## config.mk

```make
export PLATFORM = sky130hd
export DESIGN_NAME = flash_cmd_sequencer
export DESIGN_NICKNAME = d
export VERILOG_FILES = /design/src/rtl/flash_cmd_sequencer.sv
export SDC_FILE = /design/constraint.sdc
export NUM_CORES = 1
export LEC_CHECK = 0
export ABC_AREA = 1
export BUFFER_PORTS_ARGS = -buffer_cell sky130_fd_sc_hd__buf_2
export CAP_MARGIN = 0
export CORE_ASPECT_RATIO = 0.6
export CORE_UTILIZATION = 46
export DETAILED_ROUTE_END_ITERATION = 10
export PLACE_DENSITY_LB_ADDON = 0.1
export SETUP_SLACK_MARGIN = 0.3
export SLEW_MARGIN = 20
export SYNTH_ARGS = -nofsm -noshare
export SYNTH_HDL_FRONTEND = slang
export SYNTH_SLANG_ARGS = --single-unit
```

## constraint.sdc

```tcl
create_clock -name m2 -period 3.6 [get_ports m2]
set_input_delay 0.18 -clock m2 [delete_from_list [all_inputs] [get_ports m2]]
set_output_delay 0.18 -clock m2 [all_outputs]
set_load 0.02 [all_outputs]
```

## src/rtl/flash_cmd_sequencer.sv

```systemverilog
// flash_cmd_sequencer: JEDEC command-cycle sequencer for the cartridge PRG flash
// Ports:
//   m2, rst_n                 clock, asynchronous active-low reset
//   req, cmd, addr, wdata     start strobe (sampled in IDLE), command, target address, program data
//   flash_din                 flash read-back used for toggle-bit polling
//   busy, done, error         operation in progress, one-clock completion pulse, result flag
//   bus_own                   sequencer owns the flash bus (flash_* replace the CPU path)
//   flash_addr, flash_dout    flash address and write data
//   flash_we_n, flash_oe_n    flash write / output enables, active low
module flash_cmd_sequencer #(
  parameter int          ADDR_W     = 27,
  parameter logic [11:0] UNLOCK_A   = 12'hAAA,
  parameter logic [11:0] UNLOCK_B   = 12'h555,
  parameter logic [15:0] POLL_LIMIT = 16'hFFFF
) (
  input  logic              m2,
  input  logic              rst_n,
  input  logic              req,
  input  logic [1:0]        cmd,
  input  logic [ADDR_W-1:0] addr,
  input  logic [7:0]        wdata,
  input  logic [7:0]        flash_din,
  output logic              busy,
  output logic              done,
  output logic              error,
  output logic              bus_own,
  output logic [ADDR_W-1:0] flash_addr,
  output logic [7:0]        flash_dout,
  output logic              flash_we_n,
  output logic              flash_oe_n
);
  typedef enum logic [3:0] {
    IDLE, WR_SETUP, WR_STROBE, WR_HOLD, POLL_A, POLL_B, POLL_GAP, ABORT, DONE
  } state_t;
  state_t state_q, state_d;
  logic [1:0]        cmd_q;
  logic [ADDR_W-1:0] addr_q;
  logic [7:0]        wdata_q;
  logic [2:0]        idx_q;
  logic [15:0]       cnt_q, cnt_nxt;
  logic              extra_q, abort_q, error_q, t0_q;
  logic [1:0]        t1_q;
  logic [1:0]        asel;
  logic [7:0]        cyc_data;
  logic [ADDR_W-1:0] cyc_addr;
  logic              last, toggled, wr, unused_din;
  assign unused_din = ^{flash_din[7], flash_din[4:0]};
  always_comb begin
    asel = 2'd0;
    cyc_data = 8'hF0;
    case (idx_q)
      3'd0: begin asel = 2'd1; cyc_data = 8'hAA; end
      3'd1: begin asel = 2'd2; cyc_data = 8'h55; end
      3'd2: begin asel = 2'd1; cyc_data = cmd_q == 2'b00 ? 8'hA0 : 8'h80; end
      3'd3: begin asel = cmd_q == 2'b00 ? 2'd0 : 2'd1; cyc_data = cmd_q == 2'b00 ? wdata_q : 8'hAA; end
      3'd4: begin asel = 2'd2; cyc_data = 8'h55; end
      default: begin asel = cmd_q == 2'b10 ? 2'd1 : 2'd0; cyc_data = cmd_q == 2'b10 ? 8'h10 : 8'h30; end
    endcase
    // the reset command and the abort cycle are a single F0 write at the target address
    if (abort_q || cmd_q == 2'b11) begin
      asel = 2'd0;
      cyc_data = 8'hF0;
    end
  end
  assign cyc_addr = asel == 2'd1 ? {addr_q[ADDR_W-1:12], UNLOCK_A} :
                    asel == 2'd2 ? {addr_q[ADDR_W-1:12], UNLOCK_B} : addr_q;
  assign last     = abort_q || cmd_q == 2'b11 || (cmd_q == 2'b00 && idx_q == 3'd3) || idx_q == 3'd5;
  assign toggled  = t0_q != t1_q[1];
  assign cnt_nxt  = cnt_q == POLL_LIMIT ? cnt_q : cnt_q + 16'd1;
  always_ff @(posedge m2 or negedge rst_n)
    if (!rst_n) state_q <= IDLE;
    else state_q <= state_d;
  always_comb begin
    state_d = state_q;
    case (state_q)
      IDLE:      state_d = req ? WR_SETUP : IDLE;
      WR_SETUP:  state_d = WR_STROBE;
      ABORT:     state_d = WR_STROBE;
      WR_STROBE: state_d = WR_HOLD;
      WR_HOLD:   state_d = !last ? WR_SETUP : (abort_q || cmd_q == 2'b11) ? DONE : POLL_A;
      POLL_A:    state_d = POLL_B;
      POLL_B:    state_d = POLL_GAP;
      // DQ5 grants exactly one confirmation pair; otherwise the counter bounds the wait
      POLL_GAP:  state_d = !toggled ? DONE : extra_q ? ABORT : t1_q[0] ? POLL_A :
                           cnt_nxt == POLL_LIMIT ? ABORT : POLL_A;
      default:   state_d = IDLE;
    endcase
  end
  always_ff @(posedge m2 or negedge rst_n)
    if (!rst_n) begin
      cmd_q   <= '0;
      addr_q  <= '0;
      wdata_q <= '0;
      idx_q   <= '0;
      cnt_q   <= '0;
      extra_q <= 1'b0;
      abort_q <= 1'b0;
      error_q <= 1'b0;
      t0_q    <= 1'b0;
      t1_q    <= '0;
    end else begin
      if (state_q == IDLE && req) begin
        cmd_q   <= cmd;
        addr_q  <= addr;
        wdata_q <= wdata;
        idx_q   <= '0;
        cnt_q   <= '0;
        extra_q <= 1'b0;
        abort_q <= 1'b0;
        error_q <= 1'b0;
      end
      if (state_q == WR_HOLD && !last) idx_q <= idx_q + 3'd1;
      if (state_q == POLL_A) t0_q <= flash_din[6];
      if (state_q == POLL_B) t1_q <= flash_din[6:5];
      if (state_q == POLL_GAP && toggled && !extra_q) begin
        if (t1_q[0]) extra_q <= 1'b1;
        else cnt_q <= cnt_nxt;
      end
      if (state_d == ABORT) begin
        abort_q <= 1'b1;
        error_q <= 1'b1;
      end
    end
  always_comb begin
    wr         = state_q inside {WR_SETUP, WR_STROBE, WR_HOLD, ABORT};
    busy       = state_q != IDLE;
    bus_own    = state_q != IDLE;
    done       = state_q == DONE;
    error      = error_q;
    flash_we_n = state_q != WR_STROBE;
    flash_oe_n = !(state_q == POLL_A || state_q == POLL_B);
    flash_addr = state_q == IDLE ? '0 : wr ? cyc_addr : addr_q;
    flash_dout = wr ? cyc_data : 8'h00;
  end
endmodule

```

==> flow_metrics.tcl, run 1 <==
set metrics [dict create \
    grt_pass1_wl_um 14400 \
    cts_buffers 9 \
    finalMaxSlewViolations 0 \
    drtPass1Iterations 5 \
    grt_usage_pct 23.0 \
    synth.distinct_cells 36 \
    outcome "finished, violations left" \
    synth_adder_area_share_pct 2.05 \
    die_x_um 117 \
    finalSetupViolCount 0 \
    grt_max_degree 43 \
    gr-usage-met1_pct 34.2 \
    vias_per_cell 4.97 \
    drc 0 \
    fill_cells 699 \
    syn_area_mm2 0.00366 \
    r2r_slack_ns 1.26 \
    fin_worst_skew_ns 0.00495 \
    synth_ff_type "dfrtp_1" \
    powerDensity_mw_per_mm2 937 \
    fin_crit_ns 2.77 \
    fin_setup_tns_ns 0 \
    routabilityCongestion 0.941 \
    syn_inst 495 \
    yosysSeqAreaShare_pct 44.4 \
    drv_cap 0 \
    crit_type "flip-flop to primary output" \
    synthMuxAreaShare_pct 0.307 \
    crit_fanout 12 \
    ant_nets 0 \
    grt-ovfl-total 0 \
    met3_usage_pct 7.20 \
    pwr-share-seq_pct 26.9 \
    ys_async_sr_fraction_pct 100 \
    io_pins 89 \
    die_h_um 71.1 \
    portBuffers 82 \
    post_cts_buffers 0 \
    dp_hpwl_um 6520 \
    synth_compound_area_share_pct 13.0 \
    antenna_found_initial 0 \
    arrival_ns 2.59 \
    hold_buffers 0 \
    pre_cts_slack_ns 1.21 \
    synth-xor-area-share_pct 1.67 \
    syn_nets 549 \
    placed_cells 670 \
    multi_input_area_mm2 0.00171 \
    grt_pass1_vias 2979 \
    start_util_pct 49.0 \
    top_usage_layer "met1" \
    p_leak_nw 2.31 \
    finalWirelength_um 8830 \
    cp-end-kind "primary output" \
    syn_to_final_growth_pct 21.5 \
    synth-simple-area-share_pct 29.5 \
    hold_viol_final 21 \
    clockRootBuffer "clkbuf_16" \
    use_met2_pct 31.2 \
    path_clk_slew_ns 0.05 \
    rsz0062_at_grt "false" \
    start_kind "flip-flop" \
    cts_buffer_depth 2 \
    drt_iter0_drc 228 \
    vias 3405 \
    clockPowerShare_pct 20.7 \
    seq_area_mm2 0.00163 \
    avgSynthCellArea_um2 7.40 \
    dieArea_mm2 0.00834 \
    tightest_slew_ns 0.918 \
    cts_resized 0 \
    r2r-start "cnt_q[0]$_DFF_PN0_" \
    regToRegEndpoint "state_q[1]$_DFF_PN0_" \
    reg2reg_depth 13 \
    combinationalPowerShare_pct 52.4 \
    synth_edf_count 0 \
    synth_warnings 0 \
    drive_gt1_share_pct 22.5 \
    synth_top_family_by_area "simple AND/OR/NAND/NOR gates" \
    hold_ws_ns -0.0142 \
    max_freq_ghz 0.361 \
    core_area_mm2 0.00748 \
    sw_frac_of_total_pct 46.2 \
    p_int_w 0.00224 \
    required_ns 3.42 \
    finalNonFillerCells 685 \
    num_rows 24 \
    h-tree-depth 3 \
    violations "hold timing" \
    cts_tree "yes" \
    p_sw_w 0.00193 \
    synth_seq_cells 65 \
    setup_slack_ns 0.826 \
    nets 631 \
    diodes 0 \
    post-route-period-util_pct 77.0 \
    hp-class "input port to async pin" \
    clk_latency_ns 0.33 \
    maxSlewHeadroom_pct 38.8 \
    clkSinkCount 65 \
    wl_per_cell_um 12.9 \
    peakVddDrop_uv 373 \
]
-- cells in the mapped netlist (all sizes together) (5+ instances only) --
master / number / share of area (%)
nand2: 162 / 17
inv: 62 / 6.4
buf: 12 / 2.0
clkbuf: 5 / 0.51
nand4: 6 / 1.0
xor2: 5 / 1.2
o31ai: 6 / 1.2
nand3: 27 / 3.7
a31o: 5 / 1.2
o21ai: 41 / 5.6
ha: 6 / 2.0
dfrtp: 65 / 44
a21oi: 22 / 3.2
nor2: 54 / 6.7
-- cells by family after synthesis --
kind of cell	count (synthesis)
mux	1
flops	65
buf+inv	80
fa+ha+maj	6
compound gates	83
simple gates	253
xor+xnor	7
-- critical path: stages, from the launching register on --
cell	delay, ns
dfrtp_1	0.43
ha_1	0.23
ha_1	0.23
inv_1	0.16
nand3b_4	0.11
o21ai_1	0.12
inv_1	0.06
nand2_1	0.08
nand3_1	0.36
a21oi_1	0.28
buf_2	0.19
-- routing by layer --
metal / wire, µm / share of wire, % / up-vias
li1: - / - / 1730
met1: 4690 / 53 / 1557
met2: 3420 / 39 / 108
met3: 641 / 7.3 / 10
met4: 82 / 0.93 / 0
met5: 0 / 0 / -
-- cell usage in the layout (no fill, tap or decap), types with 5 or more instances in the layout --
| master | n |
|---|---|
| o31ai_1 | 6 |
| buf_4 | 6 |
| nand3_1 | 27 |
| clkbuf_16 | 9 |
| nand4_1 | 6 |
| o21ai_0 | 38 |
| nand2_1 | 157 |
| buf_2 | 82 |
| xor2_1 | 5 |
| a31o_1 | 5 |
| nor2_2 | 8 |
| nor2_1 | 43 |
| ha_1 | 6 |
| inv_2 | 8 |
| inv_1 | 53 |
| dfrtp_1 | 65 |
| a21oi_1 | 20 |
-- state kept, by name, summed over array words and instances, names as in the netlist --
name / count
addr_q: 27
cmd_q: 2
cnt_q: 16
error: 1
extra_q: 1
idx_q: 3
state_q: 4
t0_q: 1
t1_q: 2
wdata_q: 8
-- power groups by stage --
stage | sequential (W) | combinational (W) | clock (W)
3_5_place_dp | 0.00114 | 0.00219 | 0
3_3_place_gp | 0.00113 | 0.00215 | 0
5_1_grt | 0.00115 | 0.00246 | 0.000912
4_1_cts | 0.00112 | 0.00220 | 0.000884
2_1_floorplan | 0.00110 | 0.00156 | 0
6_report | 0.00112 | 0.00219 | 0.000862
-- metrics by stage --
stage	cell area, µm²	power, W	util, %	hold slack [ns]
after floorplan	3660	0.00266	-	-0.116
after global placement	4160	0.00327	55.6	0.369
after detailed placement	4160	0.00332	55.6	0.370
after CTS	4450	0.00421	59.5	0.0138
after global routing	4450	0.00452	59.5	0.0449
final	4450	0.00417	59.5	-0.0142
-- how the worst max path moves through the flow --
stage,from,to,slack [ns],depth (start not counted)
floorplan,idx_q[0]$_DFFE_PN0P_,flash_addr[10],1.46,10
global placement,idx_q[0]$_DFFE_PN0P_,flash_addr[8],1.28,10
detailed placement,idx_q[0]$_DFFE_PN0P_,flash_addr[8],1.21,10
CTS,idx_q[0]$_DFFE_PN0P_,flash_addr[4],0.85,10
global route,idx_q[0]$_DFFE_PN0P_,flash_addr[10],0.60,10
finish,idx_q[0]$_DFFE_PN0P_,flash_addr[4],0.83,10
-- final cells by class --
class | count | area share, %
multi-input cells | 350 | 38.3
flip-flops and latches | 65 | 36.5
repair buffers | 88 | 10.2
clock buffers | 12 | 5.76
inverters | 63 | 5.31
well taps | 104 | 2.92
clock inverters | 3 | 0.899
(Power assumes the default switching activity.)
==> run 2: changes to the inputs <==
==> constraint.sdc (replaced) <==
create_clock -name m2 -period 2.55 [get_ports m2]
set_input_delay 0.1275 -clock m2 [delete_from_list [all_inputs] [get_ports m2]]
set_output_delay 0.1275 -clock m2 [all_outputs]
set_load 0.02 [all_outputs]
==> run 2 against run 1 <==
The flow now finishes without violations. Sequential share of layout area down 3.4 points. Wire length up 15%. Clock power up 42%. Flip-flop and latch count unchanged. Critical path type unchanged. Critical endpoint is now flash_addr[3].
==> flow_metrics.tcl, run 2 (synthesis gave the netlist of run 1 again) <==
set metrics [dict create \
    post-route-period-util_pct 90.6 \
    drive_gt1_share_pct 29.2 \
    tightest_slew_ns 0.720 \
    placed_cells 670 \
    die_x_um 117 \
    largest_reg_flops 27 \
    grt_usage_pct 24.9 \
    grt_pass1_wl_um 15600 \
    grt-ovfl-total 0 \
    dp_hpwl_um 6550 \
    vias_per_cell 5.03 \
    r2r_slack_ns 0.41 \
    crit_type "flip-flop to primary output" \
    pre_cts_slack_ns 0.205 \
    start_kind "flip-flop" \
    max_freq_ghz 0.433 \
    reg2reg_depth 13 \
    drtPass1Iterations 5 \
    fin_worst_skew_ns 0.00405 \
    dieArea_mm2 0.00834 \
    finalMaxSlewViolations 0 \
    clkSinkCount 65 \
    required_ns 2.42 \
    core_area_mm2 0.00748 \
    cp_slowest_cell "dfrtp_1" \
    holdPathStages 3 \
    drt_iter0_drc 260 \
    setup_slack_ns 0.240 \
    start_util_pct 49.0 \
    drc 0 \
    cts_buffer_depth 2 \
    die_h_um 71.1 \
    cts_tree "yes" \
    num_rows 24 \
    final_common_cell "nand2_1" \
    rsz0062_at_grt "true" \
    fin_setup_tns_ns 0 \
    grt_pass1_vias 3215 \
    regToRegEndpoint "state_q[1]$_DFF_PN0_" \
    crit_fanout 5 \
    seq_area_mm2 0.00163 \
    clk_latency_ns 0.33 \
    finalSetupViolCount 0 \
    top_usage_layer "met1" \
    path_clk_slew_ns 0.05 \
    clockRootBuffer "clkbuf_16" \
    antenna_found_initial 0 \
    powerDensity_mw_per_mm2 1370 \
    nets 656 \
    diodes 0 \
    r2r-start "cnt_q[1]$_DFF_PN0_" \
    reg.largest.list "addr_q x27, cnt_q x16, wdata_q x8" \
    min-delay-start "cmd[0]" \
    io_pins 89 \
    min_to "cmd_q[0]$_DFFE_PN0P_" \
    drv_cap 0 \
    ant_nets 0 \
    hold_viol_final 0 \
    maxSlewHeadroom_pct 52.0 \
    regMostFlops "addr_q" \
    p_leak_nw 2.44 \
    vias 3576 \
    syn_to_final_growth_pct 34.2 \
    routabilityCongestion 0.917 \
    cts_buffers 9 \
    multi_input_area_mm2 0.00189 \
    slowest_delay_ns 0.43 \
    grt_max_degree 37 \
    h-tree-depth 3 \
    fill_cells 635 \
    wl_per_cell_um 14.4 \
    arrival_ns 2.18 \
    hp-class "input port to flip-flop" \
    crit_chain "inv_2 > ha_4 > nand2_2 > and2_4 > nand3b_4 > o21ai_2 > inv_2 > nand2_4 > nor2_4 > nand2_4 > buf_4 > nand2_1 > buf_4" \
    gr-usage-met1_pct 36.0 \
    finalNonFillerCells 711 \
    portBuffers 82 \
    cp-end-kind "primary output" \
    finalWirelength_um 10200 \
    use_met2_pct 35.0 \
    fin_crit_ns 2.31 \
    peakVddDrop_uv 716 \
    met3_usage_pct 8.05 \
    outcome "completed" \
    final_cell_mix "nand2_1, buf_2, dfrtp_1" \
]
==> run 2: worst max-delay path, delay by kind of cell (launching register included) <==
kind | cells | cell delay (ns)
buf+inv | 4 | 0.53
simple gates | 7 | 0.68
flops | 1 | 0.43
fa+ha+maj | 1 | 0.15
compound gates | 1 | 0.06
==> run 2: layout make-up <==
class | count | share of cell area [%]
clock buffer | 10 | 4.86
multi-input combinational | 351 | 38.5
sequential | 65 | 33.1
clock inverter | 6 | 1.17
timing repair buffer | 112 | 14.9
tap | 104 | 2.65
inverter | 63 | 4.81
==> run 2: what timing repair did <==
item | CTS | global route
buffers inserted | 7 | 3
gates resized for setup | 35 | 29
hold endpoints to repair | 43 | 0
gates cloned | 0 | 1
setup endpoints to repair | 14 | 22
pin swaps | 4 | 5
hold buffers | 14 | 0
==> run 2: metrics by stage <==
| step | util [%] | cell area, µm² | hold slack [ns] | power (W) |
|---|---|---|---|---|
| 6_report | 65.8 | 4920 | 0.00855 | 0.00675 |
| 5_1_grt | 65.8 | 4920 | 0.000730 | 0.00720 |
| 4_1_cts | 64.0 | 4790 | 0.000535 | 0.00639 |
| 3_5_place_dp | 55.7 | 4170 | 0.225 | 0.00468 |
| 3_3_place_gp | 55.7 | 4170 | 0.221 | 0.00463 |
| 2_1_floorplan | - | 3660 | -0.168 | 0.00375 |
==> run 2: report_power, final <==
group | switching (W) | internal, W | total [W]
Clock | 0.000441 | 0.000775 | 0.00122
Combinational | 0.00252 | 0.00141 | 0.00392
Sequential | 0.000217 | 0.00140 | 0.00162
==> run 2: how the worst max path moves through the flow <==
stage,to,startpoint,depth (start not counted)
3_5_place_dp,flash_addr[6],idx_q[0]$_DFFE_PN0P_,10
2_1_floorplan,flash_addr[10],idx_q[0]$_DFFE_PN0P_,10
4_1_cts,flash_addr[11],idx_q[1]$_DFFE_PN0P_,13
6_report,flash_addr[3],idx_q[1]$_DFFE_PN0P_,13
3_3_place_gp,flash_addr[8],idx_q[0]$_DFFE_PN0P_,10
5_1_grt,flash_addr[11],idx_q[1]$_DFFE_PN0P_,13
==> run 2: layer usage <==
layer / share of wire (%) / vias to the layer above
met5: 0 / -
met4: 0.92 / 0
met3: 7.1 / 12
met2: 42 / 144
met1: 50 / 1631
li1: - / 1789
==> run 3: changes to the inputs <==
--- a/config.mk
+++ b/config.mk
@@ -9,7 +9,7 @@
 export BUFFER_PORTS_ARGS = -buffer_cell sky130_fd_sc_hd__buf_2
 export CAP_MARGIN = 0
 export CORE_ASPECT_RATIO = 0.6
-export CORE_UTILIZATION = 46
+export CORE_UTILIZATION = 49
 export DETAILED_ROUTE_END_ITERATION = 10
 export PLACE_DENSITY_LB_ADDON = 0.1
 export SETUP_SLACK_MARGIN = 0.3
==> run 3 against run 2 <==
Clock power up 3%. Power up 6.3%. Non-clock buffer count up 7. Clock skew about the same. Count of clock-buffer cells in the layout up 4. First-iteration DRC count up 31%. Fmax down 5.5%. Via count up 2.2%. Wire length up 1.1%. Critical path depth unchanged. Worst hold slack worse by 0.0065 ns.
==> flow_metrics.tcl, run 3 (synthesis gave the netlist of run 1 again) <==
set metrics [dict create \
    wl_met3_um 801 \
    crit_type "flip-flop to primary output" \
    nets 663 \
    hp-class "input port to async pin" \
    cts_tree "yes" \
    die_x_um 114 \
    grt_usage_pct 25.5 \
    crit_chain "inv_2 > ha_4 > nand2_2 > and2_4 > nand3b_4 > o21ai_1 > inv_1 > buf_6 > buf_6 > buf_6 > buf_6 > a21oi_2 > buf_6" \
    grt_max_degree 66 \
    final_common_cell "nand2_1" \
    fin_crit_ns 2.44 \
    required_ns 2.42 \
    io_pins 89 \
    p_leak_nw 2.49 \
    grt_pass1_wl_um 15000 \
    cts_buffers 9 \
    path_common_cell "buf_6" \
    path_clk_slew_ns 0.05 \
    tightest_slew_ns 0.836 \
    rsz0062_at_grt "true" \
    crit_buf_inv 7 \
    clk_latency_ns 0.33 \
    placed_cells 666 \
    dieArea_mm2 0.00784 \
    finalPower_w 0.00718 \
    vias_per_cell 5.12 \
    die_h_um 69.0 \
    num_rows 23 \
    antenna_found_initial 0 \
    cp-end-kind "primary output" \
    post-route-period-util_pct 95.8 \
    setup_slack_ns 0.106 \
    cp_slowest_cell "dfrtp_1" \
    finalCoreUtilization_pct 72.3 \
    grt-ovfl-total 0 \
    wl_met1_um 4960 \
    syn_to_final_growth_pct 36.9 \
    max_freq_ghz 0.409 \
    drtPass1Iterations 5 \
    h-tree-depth 3 \
    crit_fanout 5 \
    cts_buffer_depth 2 \
    start_kind "flip-flop" \
    clkSinkCount 65 \
    arrival_ns 2.32 \
    fin_worst_skew_ns 0.00404 \
    ant_nets 0 \
    drv_cap 0 \
    peakVddDrop_uv 647 \
    largest_reg_flops 27 \
    regMostFlops "addr_q" \
    finalSetupViolCount 0 \
    start_util_pct 52.8 \
    portBuffers 82 \
    core_area_mm2 0.00694 \
    finalNonFillerCells 714 \
    drt_iter0_drc 340 \
    routabilityCongestion 0.912 \
    finalWirelength_um 10300 \
    finalMaxSlewViolations 0 \
    vias 3653 \
    outcome "completed" \
    diodes 0 \
    final_cell_mix "nand2_1, buf_2, dfrtp_1" \
    hold_viol_final 0 \
    slowest_delay_ns 0.45 \
    powerDensity_mw_per_mm2 1430 \
    dp_hpwl_um 6560 \
    drc 0 \
    reg.largest.list "addr_q x27, cnt_q x16, wdata_q x8" \
    met2_length_um 4420 \
    dr.max_layer_used "met4" \
    pre_cts_slack_ns 0.200 \
    maxSlewHeadroom_pct 44.2 \
    clockRootBuffer "clkbuf_16" \
    worst_path_dominant_cell_family "buffers and inverters" \
    grt_pass1_vias 3146 \
    drive_gt1_share_pct 29.0 \
    wl_per_cell_um 14.5 \
    hold_ws_ns 0.00202 \
]
-- run 3: cell types whose count changed in the layout (fill, tap and decap cells not counted), moves of 3 or more --
cell and change:
a21oi_1 +5, a21oi_2 -6, buf_6 +7, clkinv_2 -3, nand2_1 -4, nand2_2 +4
-- run 3: report_power, final --
part	total (W)	internal (W)	switching [W]
logic	0.00430	0.00170	0.00260
registers	0.00162	0.00140	0.000221
clock network	0.00126	0.000835	0.000424
total	0.00718	0.00393	0.00325
-- run 3: cell type report --
class | count | area [µm²]
inverter | 63 | 239
clock buffer | 14 | 274
sequential | 65 | 1630
multi-input combinational | 351 | 1880
clock inverter | 2 | 35.0
fill | 534 | 1920
tap | 100 | 125
timing repair buffer | 119 | 826
-- run 3: worst paths after layout --
path                                        start                endpoint  cells past startpoint  slack (ns)
hold reg to reg            wdata_q[3]$_DFFE_PN0P_  wdata_q[3]$_DFFE_PN0P_                      2        0.48
setup reg to reg             idx_q[0]$_DFFE_PN0P_    idx_q[1]$_DFFE_PN0P_                      9        0.42
hold / removal                              rst_n  addr_q[22]$_DFFE_PN0P_                      2       0.002
setup / recovery             idx_q[1]$_DFFE_PN0P_           flash_dout[5]                     13        0.11
max in group asynchronous                   rst_n    idx_q[0]$_DFFE_PN0P_                      2        1.95
min in group m2                           addr[9]   addr_q[9]$_DFFE_PN0P_                      3        0.01
-- run 3: worst register-to-register path, stage by stage (launching register included) --
cell and delay (ns):
dfrtp_2 0.48, ha_4 0.20, ha_4 0.17, inv_4 0.09, buf_4 0.11, nor2_1 0.08, a211oi_1 0.37, nand2_1 0.20
nand2_1 0.17, o21ai_0 0.12
-- run 3: layer usage --
metal	track usage, %	up-vias
li1	-	1805
met1	36.6	1673
met2	38.3	158
met3	6.29	17
met4	7.24	0
met5	0	-
-- run 3: through the flow --
stage	instance area, µm²	TNS [ns]
after CTS	4750	0
after detailed placement	4160	0
after global routing	5010	-0.00214
after floorplan	3660	0
after global placement	4160	0
final	5010	0
-- run 3: timing repair --
item | 4_1_cts | 5_1_grt
hold endpoints to repair | 14 | 0
endpoints found under the setup margin | 13 | 22
cloned | 0 | 1
setup buffers | 7 | 10
resized for setup | 29 | 40
hold buffers | 14 | 0
pin swaps | 3 | 5
